`src/rtl/ahb_lite_master_if.sv`:
```
// AHB-Lite master bundle: user command/response side plus AHB-Lite bus side.
// master modport = the bridge's view; slave modport = user + bus slave view.
interface ahb_lite_master_if #(
  parameter int ADDR_WIDTH = 4,
  parameter int DATA_WIDTH = 2
) ();
  localparam int DW = DATA_WIDTH * 8;

  logic                  cmd_valid;
  logic                  cmd_ready;
  logic                  cmd_write;
  logic [ADDR_WIDTH-1:0] cmd_addr;
  logic [DW-1:0]         cmd_wdata;
  logic                  cmd_size;

  logic                  rsp_valid;
  logic [DW-1:0]         rsp_rdata;
  logic                  rsp_error;
  logic                  busy;

  logic                  hsel;
  logic [1:0]            htrans;
  logic [ADDR_WIDTH-1:0] haddr;
  logic [2:0]            hsize;
  logic                  hwrite;
  logic [DW-1:0]         hwdata;
  logic [DW-1:0]         hrdata;
  logic                  hresp;

  modport master (
    input  cmd_valid, cmd_write, cmd_addr, cmd_wdata, cmd_size,
    output cmd_ready,
    output rsp_valid, rsp_rdata, rsp_error, busy,
    output hsel, htrans, haddr, hsize, hwrite, hwdata,
    input  hrdata, hresp
  );

  modport slave (
    output cmd_valid, cmd_write, cmd_addr, cmd_wdata, cmd_size,
    input  cmd_ready,
    input  rsp_valid, rsp_rdata, rsp_error, busy,
    input  hsel, htrans, haddr, hsize, hwrite, hwdata,
    output hrdata, hresp
  );
endinterface

```
`src/rtl/ahb_lite_master.sv`:
```
// Pipelined AHB-Lite master: address stage, data stage, response stage.
// Ports: clk, rst (async, active-high), bus (ahb_lite_master_if.master).
module ahb_lite_master #(
  parameter int ADDR_WIDTH = 4,
  parameter int DATA_WIDTH = 2
) (
  input logic               clk,
  input logic               rst,
  ahb_lite_master_if.master bus
);
  localparam int DW = DATA_WIDTH * 8;

  logic          w_accept;
  logic          w_mis;
  logic          w_xfer;
  logic [DW-1:0] w_wdata;
  logic          w_err;
  logic [7:0]    w_byte;
  logic [DW-1:0] w_rdata;

  logic          r_a_valid;
  logic          r_a_write;
  logic          r_a_size;
  logic          r_a_a0;
  logic          r_a_mis;
  logic [DW-1:0] r_a_wdata;

  logic          r_d_valid;
  logic          r_d_write;
  logic          r_d_size;
  logic          r_d_a0;
  logic          r_d_mis;

  logic                  r_hsel;
  logic [1:0]            r_htrans;
  logic [ADDR_WIDTH-1:0] r_haddr;
  logic [2:0]            r_hsize;
  logic                  r_hwrite;
  logic [DW-1:0]         r_hwdata;

  logic          r_rsp_valid;
  logic [DW-1:0] r_rsp_rdata;
  logic          r_rsp_error;
  logic          r_busy;

  assign bus.cmd_ready = ~rst;
  assign w_accept = bus.cmd_valid & ~rst;
  assign w_mis    = bus.cmd_size & bus.cmd_addr[0];
  assign w_xfer   = w_accept & ~w_mis;
  // byte writes drive the same byte on every lane
  assign w_wdata  = bus.cmd_size ? bus.cmd_wdata
                  : {DATA_WIDTH{bus.cmd_wdata[7:0]}};

  // misaligned commands never reached the bus, so hresp is meaningless
  assign w_err   = r_d_mis | bus.hresp;
  assign w_byte  = r_d_a0 ? bus.hrdata[8 +: 8] : bus.hrdata[7:0];
  assign w_rdata = r_d_size ? bus.hrdata
                 : {{(DW-8){1'b0}}, w_byte};

  assign bus.hsel      = r_hsel;
  assign bus.htrans    = r_htrans;
  assign bus.haddr     = r_haddr;
  assign bus.hsize     = r_hsize;
  assign bus.hwrite    = r_hwrite;
  assign bus.hwdata    = r_hwdata;
  assign bus.rsp_valid = r_rsp_valid;
  assign bus.rsp_rdata = r_rsp_rdata;
  assign bus.rsp_error = r_rsp_error;
  assign bus.busy      = r_busy;

  always_ff @(posedge clk or posedge rst) begin
    if (rst) begin
      r_a_valid <= 1'b0;
      r_a_write <= 1'b0;
      r_a_size  <= 1'b0;
      r_a_a0    <= 1'b0;
      r_a_mis   <= 1'b0;
      r_a_wdata <= '0;
      r_hsel    <= 1'b0;
      r_htrans  <= 2'b00;
      r_haddr   <= '0;
      r_hsize   <= 3'b000;
      r_hwrite  <= 1'b0;
    end else begin
      r_a_valid <= w_accept;
      r_a_write <= w_accept & bus.cmd_write;
      r_a_size  <= w_accept & bus.cmd_size;
      r_a_a0    <= w_accept & bus.cmd_addr[0];
      r_a_mis   <= w_accept & w_mis;
      r_a_wdata <= w_accept ? w_wdata : '0;
      r_hsel    <= w_xfer;
      r_htrans  <= w_xfer ? 2'b10 : 2'b00;
      r_haddr   <= w_xfer ? bus.cmd_addr : '0;
      r_hsize   <= w_xfer ? {2'b00, bus.cmd_size} : 3'b000;
      r_hwrite  <= w_xfer & bus.cmd_write;
    end
  end

  always_ff @(posedge clk or posedge rst) begin
    if (rst) begin
      r_d_valid <= 1'b0;
      r_d_write <= 1'b0;
      r_d_size  <= 1'b0;
      r_d_a0    <= 1'b0;
      r_d_mis   <= 1'b0;
      r_hwdata  <= '0;
    end else begin
      r_d_valid <= r_a_valid;
      r_d_write <= r_a_write;
      r_d_size  <= r_a_size;
      r_d_a0    <= r_a_a0;
      r_d_mis   <= r_a_mis;
      r_hwdata  <= (r_a_write & ~r_a_mis) ? r_a_wdata : '0;
    end
  end

  always_ff @(posedge clk or posedge rst) begin
    if (rst) begin
      r_rsp_valid <= 1'b0;
      r_rsp_rdata <= '0;
      r_rsp_error <= 1'b0;
      r_busy      <= 1'b0;
    end else begin
      r_rsp_valid <= r_d_valid;
      r_rsp_error <= r_d_valid & w_err;
      r_rsp_rdata <= (r_d_valid & ~w_err & ~r_d_write) ? w_rdata : '0;
      // next-state OR of the three stage-valid flags
      r_busy      <= w_accept | r_a_valid | r_d_valid;
    end
  end
endmodule

```
`src/flat_wrapper.sv`:
```
// flat-port wrapper written by rule: the top's interface ports become plain ports
module ahb_lite_master_flat 
#(
  parameter int ADDR_WIDTH = 4,
  parameter int DATA_WIDTH = 2
)
  (clk, rst, bus_cmd_valid, bus_cmd_write, bus_cmd_addr, bus_cmd_wdata, bus_cmd_size, bus_cmd_ready, bus_rsp_valid, bus_rsp_rdata, bus_rsp_error, bus_busy, bus_hsel, bus_htrans, bus_haddr, bus_hsize, bus_hwrite, bus_hwdata, bus_hrdata, bus_hresp);
  ahb_lite_master_if #(.ADDR_WIDTH(ADDR_WIDTH), .DATA_WIDTH(DATA_WIDTH)) bus_i ();
  input logic clk;
  input logic rst;
  input wire logic [$bits(bus_i.cmd_valid)-1:0] bus_cmd_valid;
  input wire logic [$bits(bus_i.cmd_write)-1:0] bus_cmd_write;
  input wire logic [$bits(bus_i.cmd_addr)-1:0] bus_cmd_addr;
  input wire logic [$bits(bus_i.cmd_wdata)-1:0] bus_cmd_wdata;
  input wire logic [$bits(bus_i.cmd_size)-1:0] bus_cmd_size;
  output wire logic [$bits(bus_i.cmd_ready)-1:0] bus_cmd_ready;
  output wire logic [$bits(bus_i.rsp_valid)-1:0] bus_rsp_valid;
  output wire logic [$bits(bus_i.rsp_rdata)-1:0] bus_rsp_rdata;
  output wire logic [$bits(bus_i.rsp_error)-1:0] bus_rsp_error;
  output wire logic [$bits(bus_i.busy)-1:0] bus_busy;
  output wire logic [$bits(bus_i.hsel)-1:0] bus_hsel;
  output wire logic [$bits(bus_i.htrans)-1:0] bus_htrans;
  output wire logic [$bits(bus_i.haddr)-1:0] bus_haddr;
  output wire logic [$bits(bus_i.hsize)-1:0] bus_hsize;
  output wire logic [$bits(bus_i.hwrite)-1:0] bus_hwrite;
  output wire logic [$bits(bus_i.hwdata)-1:0] bus_hwdata;
  input wire logic [$bits(bus_i.hrdata)-1:0] bus_hrdata;
  input wire logic [$bits(bus_i.hresp)-1:0] bus_hresp;
  assign bus_i.cmd_valid = bus_cmd_valid;
  assign bus_i.cmd_write = bus_cmd_write;
  assign bus_i.cmd_addr = bus_cmd_addr;
  assign bus_i.cmd_wdata = bus_cmd_wdata;
  assign bus_i.cmd_size = bus_cmd_size;
  assign bus_cmd_ready = bus_i.cmd_ready;
  assign bus_rsp_valid = bus_i.rsp_valid;
  assign bus_rsp_rdata = bus_i.rsp_rdata;
  assign bus_rsp_error = bus_i.rsp_error;
  assign bus_busy = bus_i.busy;
  assign bus_hsel = bus_i.hsel;
  assign bus_htrans = bus_i.htrans;
  assign bus_haddr = bus_i.haddr;
  assign bus_hsize = bus_i.hsize;
  assign bus_hwrite = bus_i.hwrite;
  assign bus_hwdata = bus_i.hwdata;
  assign bus_i.hrdata = bus_hrdata;
  assign bus_i.hresp = bus_hresp;
  ahb_lite_master #(.ADDR_WIDTH(ADDR_WIDTH), .DATA_WIDTH(DATA_WIDTH)) u_core (.clk(clk), .rst(rst), .bus(bus_i));
endmodule
```
`config.mk`:
```
export PLATFORM = sky130hd
export DESIGN_NAME = ahb_lite_master_flat
export DESIGN_NICKNAME = d
export VERILOG_FILES = /design/src/rtl/ahb_lite_master_if.sv /design/src/rtl/ahb_lite_master.sv /design/src/flat_wrapper.sv
export SDC_FILE = /design/constraint.sdc
export NUM_CORES = 1
export LEC_CHECK = 0
export BUFFER_PORTS_ARGS = -buffer_cell sky130_fd_sc_hd__buf_2
export CORE_MARGIN = 2
export CORE_UTILIZATION = 51
export DETAILED_ROUTE_END_ITERATION = 12
export HOLD_SLACK_MARGIN = 0.08
export PLACE_DENSITY = 0.83
export SLEW_MARGIN = 30
export SYNTH_ARGS = -nofsm -noshare
export SYNTH_HDL_FRONTEND = slang
export SYNTH_SLANG_ARGS = --single-unit
```
`constraint.sdc`:
```
create_clock -name clk -period 4.1 [get_ports clk]
set_input_delay 0.41 -clock clk [delete_from_list [all_inputs] [get_ports clk]]
set_output_delay 0.41 -clock clk [all_outputs]
set_load 0.02 [all_outputs]
```
* Word level (Yosys, flattened, before mapping)
Cells that the tools add are included.
** Word-level totals
- Latch bits :: 0
- Memories kept :: 0
- RAM bits :: 0
- Memory bits (read-only) :: 0
- Flip-flop bits (word level) :: 72
** Operators by class
- Multiplexer cells :: 9
- Reduce and logical (&&, ||, !) cells :: 0
- Eq/ne operators :: 0
- Add/subtract/negate cells :: 0
- Shifts and indexed selects :: 0
- Order comparisons :: 0
- Multipliers :: 0
- Bitwise logic cells :: 20
- Divide/modulo/power cells :: 0
** Operators with widths (count)
- 16-bit 2-to-1 mux :: 5
- 1-bit bitwise AND :: 12
- 8-bit 2-to-1 mux :: 1
- 1-bit inverter :: 5
- 4-bit 2-to-1 mux :: 1
- 1-bit OR :: 3
- 2-bit 2-to-1 mux :: 1
- 1-bit 2-to-1 mux :: 1

* Logic depth before layout (Yosys ltp)
- Depth after elaboration :: 5
- Gate-level depth with buffers :: 5

* Worst setup path before layout
No wires, ideal clock.
- Path type :: input to output
- Start :: in rst
- End :: out bus_cmd_ready
- Setup slack :: 1.762 ns
- Stages on the path :: 1
- Path buffers :: 0
- Arrival :: 1.928 ns
- Data required time :: 3.690 ns
- Cell sequence :: inv_1
** On the way
- Cells in the longest elaborated chain, start to end :: 1
** RTL lines
- start, declared :: line flat_wrapper.sv:10 : input logic rst;
- 1-bit inverter :: line ahb_lite_master.sv:46 : assign bus.cmd_ready = ~rst;
- end, declared :: line flat_wrapper.sv:16 : output wire logic [$bits(bus_i.cmd_ready)-1:0] bus_cmd_ready;
Every way passes these cells.

* Final worst setup path
Same ends and word-level chain as after synthesis.

==> flow_metrics.py <==
metrics = {
    "status": {
        "status": "finished, final reports clean",
    },
    "critical_path": {
        "required_ns": 3.69,
        "crit_type": "in2out",
        "worstSetupEndpointType": "output port",
        "arrival_ns": 1.32,
        "path_max_fanout": 3,
        "r2r_cells": 3,
        "start_kind": "primary input",
    },
    "clock_tree": {
        "clk_path_buf_depth": 2,
        "path_clk_slew_ns": 0.06,
        "cts_hold_buf": 1,
        "ctsResizeCount": 0,
        "cts_max_level": 3,
        "cts_buffers": 9,
        "clk_latency_ns": 0.34,
        "cts_setup_buffers": 0,
        "cts-root-buf": "clkbuf_8",
        "cts_tree": "done",
        "cts_sinks": 68,
    },
    "synth": {
        "syn_area_per_cell_sq_um": 14.2,
        "ys_warn_count": 0,
        "seq_area_frac_synth_pct": 73.4,
        "ys_types": 19,
        "syn_area_sq_um": 2320,
        "synth-seq-cells": 68,
        "syn_inst": 163,
    },
    "sta": {
        "fmax_mhz": 578,
        "setup_violations": 0,
        "worst_slew_pin_slew_ns": 0.785,
        "fin_setup_tns_ns": 0,
        "fin_crit_ns": 1.73,
        "timing.final.crit_share_pct": 42.2,
        "slew_viol_final": 0,
        "fin_skew_ns": 0.00990,
        "fin_hold_ws_ns": 0.287,
        "rsz0062_at_grt": "no",
        "hold_viol": 0,
        "slew_headroom_pct": 47.7,
    },
    "global_routing": {
        "grt_antenna_before_repair": 0,
        "overflow": 0,
        "grt_pass1_vias": 1434,
        "grt.total_usage_pct": 17.6,
        "grt_max_degree": 68,
        "grt_pass1_wl_mm": 6.56,
    },
    "routing": {
        "route.vias.total": 1500,
        "wl_per_cell_microns": 13.5,
        "drt_iter0_drc": 64,
        "avgViaCountPerCell": 4.84,
        "detail-route-antenna-nets": 0,
        "drt_pass1_iterations": 4,
        "drcViolationCount": 0,
        "drt_wl_total_mm": 4.18,
    },
    "finish": {
        "finalNetCount": 295,
        "drive_gt1_share_pct": 40.7,
        "final_cell_mix": "buf_2 (85), dfrtp_1 (68), and2_1 (31)",
        "stdcell_area_sq_um": 2980,
        "area_delta_synth_final_pct": 28.4,
        "final-instance-count-excl-fill": 310,
        "num-fill-cells": 320,
        "antenna_cells": 0,
        "mostFrequentLayoutCell": "buf_2",
    },
    "floorplan": {
        "core_sq_um": 4350,
        "rows": 24,
        "fp.dieArea_sq_um": 5100,
        "die_h_microns": 71.4,
        "die_w_microns": 71.4,
        "io-pin-count": 89,
        "initial_core_util_pct": 53.2,
    },
    "min_path": {
        "whs_path_depth": 2,
        "hp-class": "in2reg",
    },
    "power": {
        "ir_worst_vdd_v": 0.000338,
        "leakage_nw": 1.77,
        "power_mw": 1.33,
        "power_density_nw_per_um2": 445,
    },
    "placed_design": {
        "io_buffers": 85,
        "place_area_sq_um": 2770,
        "dpl.cell_count": 293,
        "hpwl_mm": 2.98,
        "gp_congestion": 0.786,
    },
    "run": {
        "maxCapViolCount": 0,
    },
}
==> through the flow <==
step / utilization, % / setup slack (ns)
finish: 68.4 / 2.37
global route: 68.4 / 2.24
CTS: 68.4 / 2.36
detailed placement: 63.5 / 2.57
global placement: 63.5 / 2.67
floorplan: - / 1.76
==> critical path: stages <==
cell	delay, ns
dlygate4sd3_1	0.52
buf_2	0.13
inv_2	0.09
buf_2	0.17
==> cells in the mapped netlist (all sizes together) <==
master / number / area, sq um
or3: 1 / 6.26
and2: 31 / 194
nor4b: 1 / 15.0
clkbuf: 1 / 3.75
o21a: 1 / 7.51
mux2i: 16 / 160
conb: 1 / 3.75
a21boi: 1 / 7.51
and3: 9 / 56.3
or4b: 1 / 10.0
nor2b: 2 / 12.5
inv: 2 / 7.50
buf: 9 / 55.1
nor2: 16 / 60.1
nand2b: 2 / 12.5
a21oi: 1 / 5.00
dfrtp: 68 / 1700
==> worst paths after layout <==
kind | from | to | slack, ns
setup / recovery | rst | bus_cmd_ready | 2.37
hold / removal | bus_cmd_addr[1] | u_core.bus.haddr[1] | 0.29
setup reg to reg | u_core.r_d_size | u_core.bus.rsp_rdata[3] | 2.78
hold reg to reg | u_core.r_a_a0 | u_core.r_d_a0 | 0.36
max in group asynchronous | rst | u_core.bus.haddr[2] | 2.66
min in group asynchronous | rst | u_core.bus.hwdata[0] | 0.47
==> flip-flops by register name, summed over array words and instances (netlist names) <==
register / flops
u_core.bus.hsize: 1
u_core.r_d_valid: 1
u_core.bus.rsp_error: 1
u_core.r_d_a0: 1
u_core.r_a_write: 1
u_core.r_a_valid: 1
u_core.r_a_a0: 1
u_core.bus.hwdata: 16
u_core.r_d_size: 1
u_core.r_a_wdata: 16
u_core.bus.rsp_valid: 1
u_core.bus.hwrite: 1
u_core.bus.busy: 1
u_core.r_a_size: 1
u_core.r_a_mis: 1
u_core.r_d_mis: 1
u_core.bus.haddr: 4
u_core.bus.htrans: 1
u_core.bus.rsp_rdata: 16
u_core.r_d_write: 1
==> metal layers <==
layer  wire [microns]  track usage [%]
met5                0                0
met4              102             9.64
met3              369             5.63
met2             2040             28.4
met1             1670             21.1
==> logic make-up (layout without fill, tap and decap cells) <==
kind of cell,Yosys count,count (layout),share of synthesized area (%)
AOI/OAI and AO/OA,3,3,0.863
DFF,68,68,73.4
buffers and inverters,12,105,2.86
muxes,16,16,6.91
other,1,3,0.162
and+or+nand+nor,63,63,15.8
==> power breakdown <==
part / total, mW / internal (mW) / switching [mW]
Clock: 0.538 / 0.296 / 0.242
Combinational: 0.0926 / 0.0361 / 0.0566
Sequential: 0.695 / 0.689 / 0.00604
==> area by class of cell <==
class	count	area, sq um	area share, %
Clock inverter	6	63.8	2.14
Sequential cell	68	1700	57.2
Multi-Input combinational cell	85	558	18.7
Tap cell	52	65.1	2.19
Timing Repair Buffer	87	443	14.9
Clock buffer	10	138	4.62
Inverter	2	7.51	0.252
No activity file was read; power rests on OpenSTA's default activity.
